<file path="config.mk">
export PLATFORM = sky130hd
export DESIGN_NAME = sc_fetch_pc_unit
export DESIGN_NICKNAME = d
export VERILOG_FILES = /design/src/rtl/sc_fetch_pc_unit_pkg.sv /design/src/rtl/sc_next_pc_mux.sv /design/src/rtl/sc_fetch_pc_unit.sv
export SDC_FILE = /design/constraint.sdc
export NUM_CORES = 1
export LEC_CHECK = 0
export ABC_AREA = 1
export CORE_ASPECT_RATIO = 0.7
export CORE_MARGIN = 2
export CORE_UTILIZATION = 49
export CTS_CLUSTER_SIZE = 16
export DETAILED_ROUTE_END_ITERATION = 12
export GPL_TIMING_DRIVEN = 0
export PLACE_DENSITY = 0.84
export SLEW_MARGIN = 0
export SYNTH_ARGS = -nofsm -noshare
export SYNTH_HDL_FRONTEND = slang
export SYNTH_SLANG_ARGS = --single-unit
</file>
<file path="constraint.sdc">
create_clock -name i_clk -period 8.8 [get_ports i_clk]
set_clock_uncertainty 0.1 [all_clocks]
set_input_delay 1.76 -clock i_clk [delete_from_list [all_inputs] [get_ports i_clk]]
set_output_delay 1.76 -clock i_clk [all_outputs]
set_load 0.02 [all_outputs]
</file>
<file path="src/rtl/sc_fetch_pc_unit_pkg.sv">
// Shared types and constants for the fetch PC unit: FSM states, trap causes,
// next-PC select codes and the exception handler entry points.
package sc_fetch_pc_unit_pkg;

   localparam logic [31:0] UNDEFINED_HANDLER_ADDR = 32'h8000_0180;
   localparam logic [31:0] OVERFLOW_HANDLER_ADDR  = 32'h8000_0200;

   typedef enum logic [1:0] {
      StBoot = 2'd0,
      StRun  = 2'd1,
      StTrap = 2'd2
   } state_e;

   typedef enum logic [1:0] {
      CauseNone     = 2'b00,
      CauseUndef    = 2'b01,
      CauseOverflow = 2'b10
   } cause_e;

   typedef enum logic [2:0] {
      SelSeq      = 3'd0,
      SelBranch   = 3'd1,
      SelJump     = 3'd2,
      SelJr       = 3'd3,
      SelHold     = 3'd4,
      SelExcUndef = 3'd5,
      SelExcOvf   = 3'd6
   } npc_sel_e;

endpackage

</file>
<file path="src/rtl/sc_next_pc_mux.sv">
// Next-PC target computation and priority select for the RUN state.
module sc_next_pc_mux
   import sc_fetch_pc_unit_pkg::*;
(
   input  logic [31:0] i_pc,
   input  logic [31:0] i_pc_plus4,
   input  logic        i_stall,
   input  logic        i_branch_taken,
   input  logic [31:0] i_branch_offset,
   input  logic        i_jump,
   input  logic [25:0] i_jump_target,
   input  logic        i_jump_reg,
   input  logic [31:0] i_jr_target,
   input  logic        i_exc_undef,
   input  logic        i_exc_overflow,
   output npc_sel_e    o_sel,
   output logic [31:0] o_next_pc
);

   logic [31:0] w_branch_target;
   logic [31:0] w_jump_target;
   logic [31:0] w_jr_target;

   assign w_branch_target = i_pc_plus4 + (i_branch_offset << 2);
   assign w_jump_target   = {i_pc_plus4[31:28], i_jump_target, 2'b00};
   assign w_jr_target     = i_jr_target & ~32'h0000_0003;

   // Exceptions beat stall; stall beats every redirect.
   always_comb begin
      if (i_exc_undef) begin
         o_sel = SelExcUndef;
      end else if (i_exc_overflow) begin
         o_sel = SelExcOvf;
      end else if (i_stall) begin
         o_sel = SelHold;
      end else if (i_jump_reg) begin
         o_sel = SelJr;
      end else if (i_jump) begin
         o_sel = SelJump;
      end else if (i_branch_taken) begin
         o_sel = SelBranch;
      end else begin
         o_sel = SelSeq;
      end
   end

   always_comb begin
      o_next_pc = i_pc_plus4;
      unique case (o_sel)
         SelExcUndef: o_next_pc = UNDEFINED_HANDLER_ADDR;
         SelExcOvf:   o_next_pc = OVERFLOW_HANDLER_ADDR;
         SelHold:     o_next_pc = i_pc;
         SelJr:       o_next_pc = w_jr_target;
         SelJump:     o_next_pc = w_jump_target;
         SelBranch:   o_next_pc = w_branch_target;
         default:     o_next_pc = i_pc_plus4;
      endcase
   end

endmodule

</file>
<file path="src/rtl/sc_fetch_pc_unit.sv">
// Fetch program counter with BOOT/RUN/TRAP sequencing, EPC/cause capture
// and a retired-instruction counter.
module sc_fetch_pc_unit
   import sc_fetch_pc_unit_pkg::*;
#(
   parameter logic [31:0] RESET_VECTOR = 32'h0000_0000
) (
   input  logic        i_clk,
   input  logic        i_reset,
   input  logic        i_stall,
   input  logic        i_branch_taken,
   input  logic [31:0] i_branch_offset,
   input  logic        i_jump,
   input  logic [25:0] i_jump_target,
   input  logic        i_jump_reg,
   input  logic [31:0] i_jr_target,
   input  logic        i_exc_undef,
   input  logic        i_exc_overflow,
   input  logic        i_eret,
   output logic [31:0] o_pc,
   output logic [31:0] o_pc_plus4,
   output logic [31:0] o_epc,
   output logic [1:0]  o_cause,
   output logic        o_trapped,
   output logic [31:0] o_instr_count
);

   state_e      r_state, w_state_d;
   logic [31:0] r_pc, w_pc_d;
   logic [31:0] r_epc, w_epc_d;
   cause_e      r_cause, w_cause_d;
   logic        r_trapped, w_trapped_d;
   logic [31:0] r_instr_count, w_instr_count_d;

   npc_sel_e    w_sel;
   logic [31:0] w_next_pc;
   logic        w_exc;

   assign o_pc_plus4 = r_pc + 32'd4;

   sc_next_pc_mux u_next_pc_mux (
      .i_pc            (r_pc),
      .i_pc_plus4      (o_pc_plus4),
      .i_stall         (i_stall),
      .i_branch_taken  (i_branch_taken),
      .i_branch_offset (i_branch_offset),
      .i_jump          (i_jump),
      .i_jump_target   (i_jump_target),
      .i_jump_reg      (i_jump_reg),
      .i_jr_target     (i_jr_target),
      .i_exc_undef     (i_exc_undef),
      .i_exc_overflow  (i_exc_overflow),
      .o_sel           (w_sel),
      .o_next_pc       (w_next_pc)
   );

   assign w_exc = (w_sel == SelExcUndef) || (w_sel == SelExcOvf);

   always_ff @(posedge i_clk) begin
      if (!i_reset) begin
         r_state       <= StBoot;
         r_pc          <= RESET_VECTOR;
         r_epc         <= 32'd0;
         r_cause       <= CauseNone;
         r_trapped     <= 1'b0;
         r_instr_count <= 32'd0;
      end else begin
         r_state       <= w_state_d;
         r_pc          <= w_pc_d;
         r_epc         <= w_epc_d;
         r_cause       <= w_cause_d;
         r_trapped     <= w_trapped_d;
         r_instr_count <= w_instr_count_d;
      end
   end

   always_comb begin
      w_state_d = r_state;
      unique case (r_state)
         StBoot:  w_state_d = StRun;
         StRun:   if (w_exc) w_state_d = StTrap;
         StTrap:  if (i_eret) w_state_d = StRun;
         default: w_state_d = StBoot;
      endcase
   end

   always_comb begin
      w_pc_d          = r_pc;
      w_epc_d         = r_epc;
      w_cause_d       = r_cause;
      w_instr_count_d = r_instr_count;
      w_trapped_d     = (w_state_d == StTrap);
      unique case (r_state)
         StBoot: w_pc_d = RESET_VECTOR;
         StRun: begin
            if (w_exc) begin
               w_epc_d   = r_pc;
               w_cause_d = (w_sel == SelExcUndef) ? CauseUndef : CauseOverflow;
               w_pc_d    = w_next_pc;
            end else if (w_sel != SelHold) begin
               w_pc_d          = w_next_pc;
               w_instr_count_d = r_instr_count + 32'd1;
            end
         end
         StTrap: begin
            if (i_eret) begin
               w_pc_d    = r_epc + 32'd4;
               w_cause_d = CauseNone;
            end
         end
         default: ;
      endcase
   end

   assign o_pc          = r_pc;
   assign o_epc         = r_epc;
   assign o_cause       = r_cause;
   assign o_trapped     = r_trapped;
   assign o_instr_count = r_instr_count;

endmodule
</file>
# [After elaboration in Yosys (flattened, before gate mapping)]
# Cells that the tools add are included.
[word_totals] register_bits=101 latchBits=0 ram_bits=0 romBits=0 inputBits=99 output_inout_bits=131 elab_cells=50 mem_count=0
[op_classes] addsub=4 mul=0 n_div=0 n_lt_le_gt_ge=0 eq_ne=13 n_shift=0 muxes=18 n_bitwise=1 n_reduce_logical=8
[op_table] operator="case mux 32 bit (6 select lines)" n=1
[op_table] operator="2-to-1 mux 32 bit" n=3
[op_table] operator="case mux 32 bit (3 select lines)" n=1
[op_table] operator="adder 32 x 3 -> 32 bit, second input constant" n=2
[op_table] operator="adder 32 x 1 -> 32 bit, second input constant" n=1
[op_table] operator="adder 32 bit" n=1
[op_table] operator="2-to-1 mux 3 bit" n=5
[op_table] operator="2-to-1 mux 2 bit" n=5
[op_table] operator="equality test 3 bit, second input constant" n=3
[op_table] operator="AND reduction 3 bit" n=3
[op_table] operator="equality test 3 x 2 -> 1 bit, second input constant" n=2
[op_table] operator="inequality test 3 bit, second input constant" n=2
[op_table] operator="case mux 2 bit (3 select lines)" n=1
[op_table] operator="equality test 2 bit, second input constant" n=2
[op_table] operator="inequality test 2 bit, second input constant" n=2
[op_table] operator="case mux 2 bit (2 select lines)" n=1
[op_table] operator="equality test 3 x 1 -> 1 bit, second input constant" n=1
[op_table] operator="nonzero test 3 bit" n=1
[op_table] operator="equality test 2 x 1 -> 1 bit, second input constant" n=1
[op_table] operator="logical NOT 2 bit" n=1
[op_table] operator="AND reduction 2 bit" n=1
[op_table] operator="nonzero test 2 bit" n=1
[op_table] operator="logical OR 1 bit" n=1
[op_table] operator="2-to-1 mux 1 bit" n=1
[op_table] operator="inverter 1 bit" n=1

# [Longest topological paths before layout]
# Gate-level depths: netlist of run 1.
[logic_depth] ltp_word=11 mapped_depth=28 ltp_nobuf=28

# [By module]
# Synthesis of run 1 repeated with hierarchy kept, for this count alone.
[hier_totals] cells_unflattened=1666 area_unflattened_um2=9441.6
[modules_own_cells] mod="sc_fetch_pc_unit" n_inst=1 cells_per_inst=973 area_each_um2=6045.8 seq_area_each_um2=2021.9
[modules_own_cells] mod="sc_next_pc_mux" n_inst=1 cells_per_inst=693 area_each_um2=3395.8 seq_area_each_um2=0.0

# [Worst setup path before layout of run 1]
# Ideal clock, no wire load.
[synth_timing] kind="register to output" startpoint="register r_pc[2], in the netlist o_pc[2]" endpoint="output port o_pc_plus4[21]" arrival_ns=1.744 required_time_ns=6.940 setup_slack_ns=5.196 stages_incl_launch_ff=9 path_buffers=0 path_cell_list="dfxtp_1 -> inv_1 -> nor2_4 -> nand2_4 -> nor2_8 -> nand3_4 -> or2_0 -> xor2_1 -> inv_1"
[synth_via] elab_chain_cells=1
[synth_lines] element="start: declaration" line_no="sc_fetch_pc_unit.sv:29" source="logic [31:0] r_pc, w_pc_d;"
[synth_lines] element="start signal: assignment" line_no="sc_fetch_pc_unit.sv:69" source="r_pc <= w_pc_d;"
[synth_lines] element="adder 32 x 3 -> 32 bit" line_no="sc_fetch_pc_unit.sv:39" source="assign o_pc_plus4 = r_pc + 32'd4;"
[synth_lines] element="end: declaration" line_no="sc_fetch_pc_unit.sv:21" source="output logic [31:0] o_pc_plus4,"
# No other way between the ends.

# [Final worst setup path of run 1]
[layout_timing] startpoint="register r_pc[3], in the netlist o_pc[3]" endpoint="output port o_pc_plus4[24]"
# The elaborated chain is that of the path after synthesis.

==> reports/results.ini, run 1 <==
[outcome]
status = finished clean

[clock_tree]
cts.sinks = 101
htree_levels = 3
hold_buffers = 0
clk_pin_slew_ns = 0.08
clockRootBuffer = clkbuf_16
postCtsSetupBuffers = 0
clk_latency_ns = 0.37
cts_buffers = 9
clockBufferDepth = 2
post_cts_resized = 0
tritoncts = built

[floorplan]
die_w_um = 167
die_y_um = 118
io_pins = 230
initial_core_util_pct = 50.4
core_area_sq_um = 18100
num_rows = 41
fp.dieArea_sq_um = 19700

[setup_path]
regToRegSetupSlack_ns = 4.78
cpLargestDelayFamily = simple AND/OR/NAND/NOR gates
path_class = flip-flop to output port
cp_slowest_cell = clkdlybuf4s50_1
required_ns = 6.94
max_stage_delay_ns = 0.61
path_buf_inv = 3
crit_path_end_kind = output port
crit_path_max_fanout = 5
worstPathCellList = ha_1 > nand2_1 > inv_1 > nand3_1 > nor2_2 > nand2_1 > nor2_1 > nand2_1 > xor2_1 > inv_1 > clkdlybuf4s50_1
cp.arrival_ns = 2.90
crit_path_frequent_cell = nand2_1
worstSetupStartpointType = flip-flop

[power_and_ir_drop]
p_leak_nw = 5.32
p_total_w = 0.00127
p_per_area_nw_per_um2 = 106
peakVddDrop_v = 0.000112

[sta]
fmax_ghz = 0.210
tns_ns = 0
relSlewSlack_pct = 25.8
fin_crit_ns = 4.76
period_share_pct = 54.1
finalHoldViolCount = 0
setup_violations = 0
setup_ws_ns = 4.04
grt_setup_unrepaired = false
drv_slew = 0
tightest_slew_ns = 1.10

[global_route]
grt_pass1_wl_um = 60300
globalRouteOverflowTotal = 0
grt_max_degree = 21
grt_antenna_before_repair = 0
grt_util_all_layers_pct = 39.5
first_global_vias = 10400

[yosys]
synth_seq_area_share_pct = 22.2
syn_nets = 1737
ys.flop_type = dfxtp_1
syn_avg_cell_area_sq_um = 5.71
synth-async-reset-ratio_pct = 0
synth_edf_count = 0
yosys_warnings = 0
synthTopCellsByCount = nand2_1, inv_1, nor2_1, a21oi_1, nand3_1
yosysUniqueCellTypes = 54
synthCells = 1597
syn_area_sq_um = 9120
yosysTopAreaCellShare_pct = 22.2
synth.ff_latch_count = 101
yosys.area.top_type = dfxtp_1
synth_area_leaders = dfxtp_1, nand2_1, inv_1, a21oi_1, nor2_1
yosysMostFrequentCell = nand2_1

[min_path]
hold_class = flip-flop to flip-flop

[placement]
preCtsSetupSlack_ns = 4.25
gp_congestion = 1.01
place_hpwl_um = 33200
portBuffers = 225

[drt]
drtIter0Drc = 1593
num_vias = 11900
dr.pass1.iters = 5
route.detailed.drc = 0
postRouteAntennaNets = 0
wirelength_um = 40400
wl_per_cell_um = 19.5
vias_per_cell = 5.75

[final_layout]
fillers = 1771
syn_to_final_growth_pct = 31.5
final_layout_size_suffix_gt1_share_pct = 4.35
finalNetCount = 1973
n_antenna_cell = 0

[job]
maxCapViolations = 0

## flip-flops by register name, summed over array words and instances (netlist names)
name / count
o_epc: 32
o_instr_count: 32
o_pc: 32
o_cause: 2
r_state: 2
o_trapped: 1
## report_power, final
| part | switching, W | total, W | leakage [nW] | internal [W] |
|---|---|---|---|---|
| clock network | 0.000208 | 0.000439 | 0.158 | 0.000231 |
| registers | 0.0000305 | 0.000506 | 0.820 | 0.000475 |
| logic | 0.000194 | 0.000322 | 4.35 | 0.000128 |
## cells by family after synthesis
logic type | after synthesis | synth area share [%]
flip-flops | 101 | 22.2
XOR/XNOR | 26 | 2.50
buffers and inverters | 274 | 11.6
AO/OA/AOI/OAI | 273 | 16.0
AND/OR/NAND/NOR | 882 | 42.0
adder cells (fa/ha/maj) | 41 | 5.70
## cells in the final DEF, fill, tap and decap left out, types with 3 or more instances in the layout
master	n
clkbuf_16	9
o21a_1	4
nor2_1	167
xnor2_1	6
o21ai_0	94
inv_2	7
dfxtp_1	101
buf_2	11
o211ai_1	6
and3_1	3
nor2_2	6
or2_2	12
nand2_1	475
nand4_1	26
nor3_1	31
nand3b_1	5
a31oi_1	4
inv_6	3
nor2_4	3
inv_1	222
a21oi_1	138
nand3_1	121
clkbuf_1	29
nand2_2	6
clkdlybuf4s50_1	225
buf_4	5
nor4_1	9
ha_1	40
a21o_1	3
o21ai_1	5
xor2_1	20
o21bai_1	6
## final cells by class
cell class / count / area (sq um) / area share (%)
multi-input cells: 1222 / 6040 / 50.4
repair buffers: 225 / 2250 / 18.8
flip-flops and latches: 101 / 2020 / 16.9
inverters: 229 / 860 / 7.17
well taps: 236 / 295 / 2.46
clock buffers: 9 / 225 / 1.88
plain buffers: 45 / 201 / 1.68
clock inverters: 7 / 100 / 0.834
## worst reg2reg max path, delay by kind of cell, from the launching register on
kind	cells	cell delay [ns]
AOI/OAI and AO/OA	1	0.05
xor gates and xnor gates	1	0.20
adders and majority gates	2	0.62
buffers and inverters	2	0.21
DFF	1	0.43
and+or+nand+nor	18	2.24
## metal layers
metal  global-route usage (%)  part of all wire (%)  up-vias
li1                         -                     -     5624
met1                     60.4                    44     5433
met2                     53.2                    38      822
met3                     13.7                    16       55
met4                     6.14                   1.6        0
met5                        0                     0        -
## through the flow
stage / hold WS, ns / area (sq um) / util, % / instances
after floorplan: 0.436 / 9120 / - / 1597
after global placement: 0.354 / 11700 / 64.5 / 2058
after detailed placement: 0.359 / 11700 / 64.5 / 2058
after CTS: 0.371 / 12000 / 66.2 / 2074
after global routing: 0.414 / 12000 / 66.2 / 2074
final: 0.368 / 12000 / 66.2 / 2074
## path summary, 6_finish.rpt
check        cells after the start                end         startpoint
max                             11     o_pc_plus4[24]            o_pc[3]
min reg2reg                      2  o_instr_count[31]  o_instr_count[31]
min                              2  o_instr_count[31]  o_instr_count[31]
max reg2reg                     24           o_pc[29]            o_pc[3]
(Power assumes the default switching activity.)
==> run 2: changes to the inputs <==
CORE_UTILIZATION = 46   (was 49)
PLACE_DENSITY = 0.83   (was 0.84)
clock period = 4.2 ns   (was 8.8 ns; I/O delays follow)
==> run 2 against run 1 <==
Flip-flop and latch count stayed put; critical path depth is 11 higher; sequential power is 110% higher; clock power is 85% higher; register-to-register slack worse by 4.5 ns; setup slack worse by 3.8 ns; non-clock buffer count stayed put; largest cell class unchanged; largest power group unchanged; highest routed layer unchanged.
==> reports/results.ini, run 2 (synthesis results as in run 1) <==
[setup_path]
required_ns = 4.30  ; -2.64 ns
cpLargestDelayFamily = simple AND/OR/NAND/NOR gates
path_buf_inv = 3  ; unchanged
crit_path_frequent_cell = nand2_1
path_class = flip-flop to flip-flop
worstPathCellList = inv_1 > nor2_4 > nand2_4 > nor2_8 > nand3_4 > or2_0 > xor2_1 > inv_1 > ha_1 > nand2_1 > nor2_1 > inv_1 > nor2_1 > nand3_1 > nand3_1 > nand2_1 > nand3_1 > nand3_1 > nand2_1 > nand2_1 > nand2_1 > a21oi_1
cp.arrival_ns = 4.06  ; +1.16 ns
regToRegSetupSlack_ns = 0.24  ; -4.54 ns
crit_path_end_kind = flip-flop
max_stage_delay_ns = 0.40  ; -0.21 ns
cp_slowest_cell = ha_1
crit_path_max_fanout = 6  ; +1
worstSetupStartpointType = flip-flop

[final_layout]
fillers = 1968  ; +11%
syn_to_final_growth_pct = 31.6  ; about the same
final_layout_size_suffix_gt1_share_pct = 4.57  ; +0.22 points
n_antenna_cell = 0  ; unchanged
finalNetCount = 1973  ; unchanged
regArea_sq_um = 2020  ; about the same
most-common-layout-cells = nand2_1, clkdlybuf4s50_1, inv_1
layout_commonest_cell = nand2_1
layout.cells.non_filler = 2107  ; +1.6%
multi_input_area_sq_um = 6050  ; +0.21%
final_area_sq_um = 12000  ; about the same

[clock_tree]
clockRootBuffer = clkbuf_16
hold_buffers = 0  ; unchanged
clk_pin_slew_ns = 0.08  ; about the same
tritoncts = built
cts.sinks = 101  ; unchanged
postCtsSetupBuffers = 0  ; unchanged
htree_levels = 3  ; unchanged
clk_latency_ns = 0.35  ; -0.02 ns
clockBufferDepth = 2  ; unchanged
cts_buffers = 9  ; unchanged

[power_and_ir_drop]
peakVddDrop_v = 0.000204  ; +82%
p_leak_nw = 5.30  ; -0.50%
switchingPower_w = 0.000866  ; +100%
combPwrFrac_pct = 26.4  ; +1.0 points
internal_power_w = 0.00168  ; +100%
clkPwrFrac_pct = 32.0  ; -2.7 points
sequentialPowerShare_pct = 41.6  ; +1.7 points
swShare_pct = 34.1  ; -0.083 points
p_per_area_nw_per_um2 = 212  ; +100%

[sta]
finalHoldViolCount = 0  ; unchanged
period_share_pct = 94.3
grt_setup_unrepaired = false
tns_ns = 0  ; unchanged
whs_ns = 0.373  ; +0.00527 ns
setup_ws_ns = 0.241  ; -3.80 ns
drv_slew = 0  ; unchanged
tightest_slew_ns = 0.770  ; -0.333 ns
setup_violations = 0  ; unchanged
fin_crit_ns = 3.96
fmax_ghz = 0.253
relSlewSlack_pct = 48.2  ; +22 points

[min_path]
hold_class = flip-flop to flip-flop

[drt]
wl_per_cell_um = 18.7  ; -3.8%
dr.pass1.iters = 6  ; +1
postRouteAntennaNets = 0  ; unchanged
vias_per_cell = 5.59  ; -2.9%
num_vias = 11800  ; -1.3%
drtIter0Drc = 1512  ; -5.1%
route.detailed.drc = 0  ; unchanged
wirelength_um = 39500  ; -2.3%

[placement]
place_area_sq_um = 11700  ; +0.36%
preCtsSetupSlack_ns = 0.229  ; -4.02 ns
placedCellCount = 2092  ; +1.7%
gp_congestion = 1.05  ; +3.4%
portBuffers = 225  ; unchanged
place_hpwl_um = 32800  ; -1.4%

[job]
maxCapViolations = 0  ; unchanged

[floorplan]
initial_core_util_pct = 46.5  ; -3.9 points
io_pins = 230  ; unchanged
die_y_um = 122  ; +3.1%
core_area_sq_um = 19600  ; +8.4%
fp.dieArea_sq_um = 21000  ; +6.3%
die_w_um = 172  ; +3.1%
num_rows = 43  ; +4.9%

[global_route]
globalRouteOverflowTotal = 0  ; unchanged
grt_pass1_wl_um = 57800  ; -4.1%
first_global_vias = 10200  ; -2.5%
grt_util_all_layers_pct = 36.8  ; -2.8 points
grt_max_degree = 19  ; -9.5%
grt_antenna_before_repair = 0  ; unchanged

[outcome]
status = finished clean

-- run 2: what timing repair did --
item | in CTS | in global routing
gates resized for setup | 0 | 5
endpoints found under the hold margin | 0 | 0
setup endpoints to repair | 0 | 3
-- run 2: worst paths after layout --
| path | start | endpoint | depth (start not counted) |
|---|---|---|---|
| min | o_instr_count[31] | o_instr_count[31] | 2 |
| min reg2reg | o_instr_count[31] | o_instr_count[31] | 2 |
| max | o_pc[2] | o_pc[22] | 22 |
| max reg2reg | o_pc[2] | o_pc[22] | 22 |
-- run 2: worst min-delay path, stage by stage, from the launching register on --
cell	delay (ns)
dfxtp_1	0.31
inv_1	0.06
a21oi_1	0.05
-- run 2: final cells by class --
class | instances | area share (%)
multi-input cells | 1222 | 50.4
repair buffers | 225 | 18.8
flip-flops and latches | 101 | 16.9
inverters | 229 | 7.16
well taps | 270 | 2.81
clock buffers | 9 | 1.88
plain buffers | 45 | 1.68
clock inverters | 6 | 0.448
-- run 2: through the flow --
stage               util, %  power, W
CTS                    61.1   0.00252
finish                 61.1   0.00254
global placement       59.6   0.00172
floorplan                 -   0.00141
global route           61.1   0.00264
detailed placement     59.6   0.00173
-- run 2: power by group through the flow --
stage	clock network [W]	logic, W	registers, W
global route	0.000852	0.000723	0.00106
detailed placement	0	0.000653	0.00108
floorplan	0	0.000305	0.00110
CTS	0.000814	0.000656	0.00105
global placement	0	0.000644	0.00108
finish	0.000813	0.000670	0.00106
-- run 2: per-layer routing --
layer  up-vias  track usage, %  wire [um]
li1       5621               -          -
met1      5327            59.0      18300
met2       771            48.8      15000
met3        57            8.38       5510
met4         0            6.83        618
met5         -               0          0
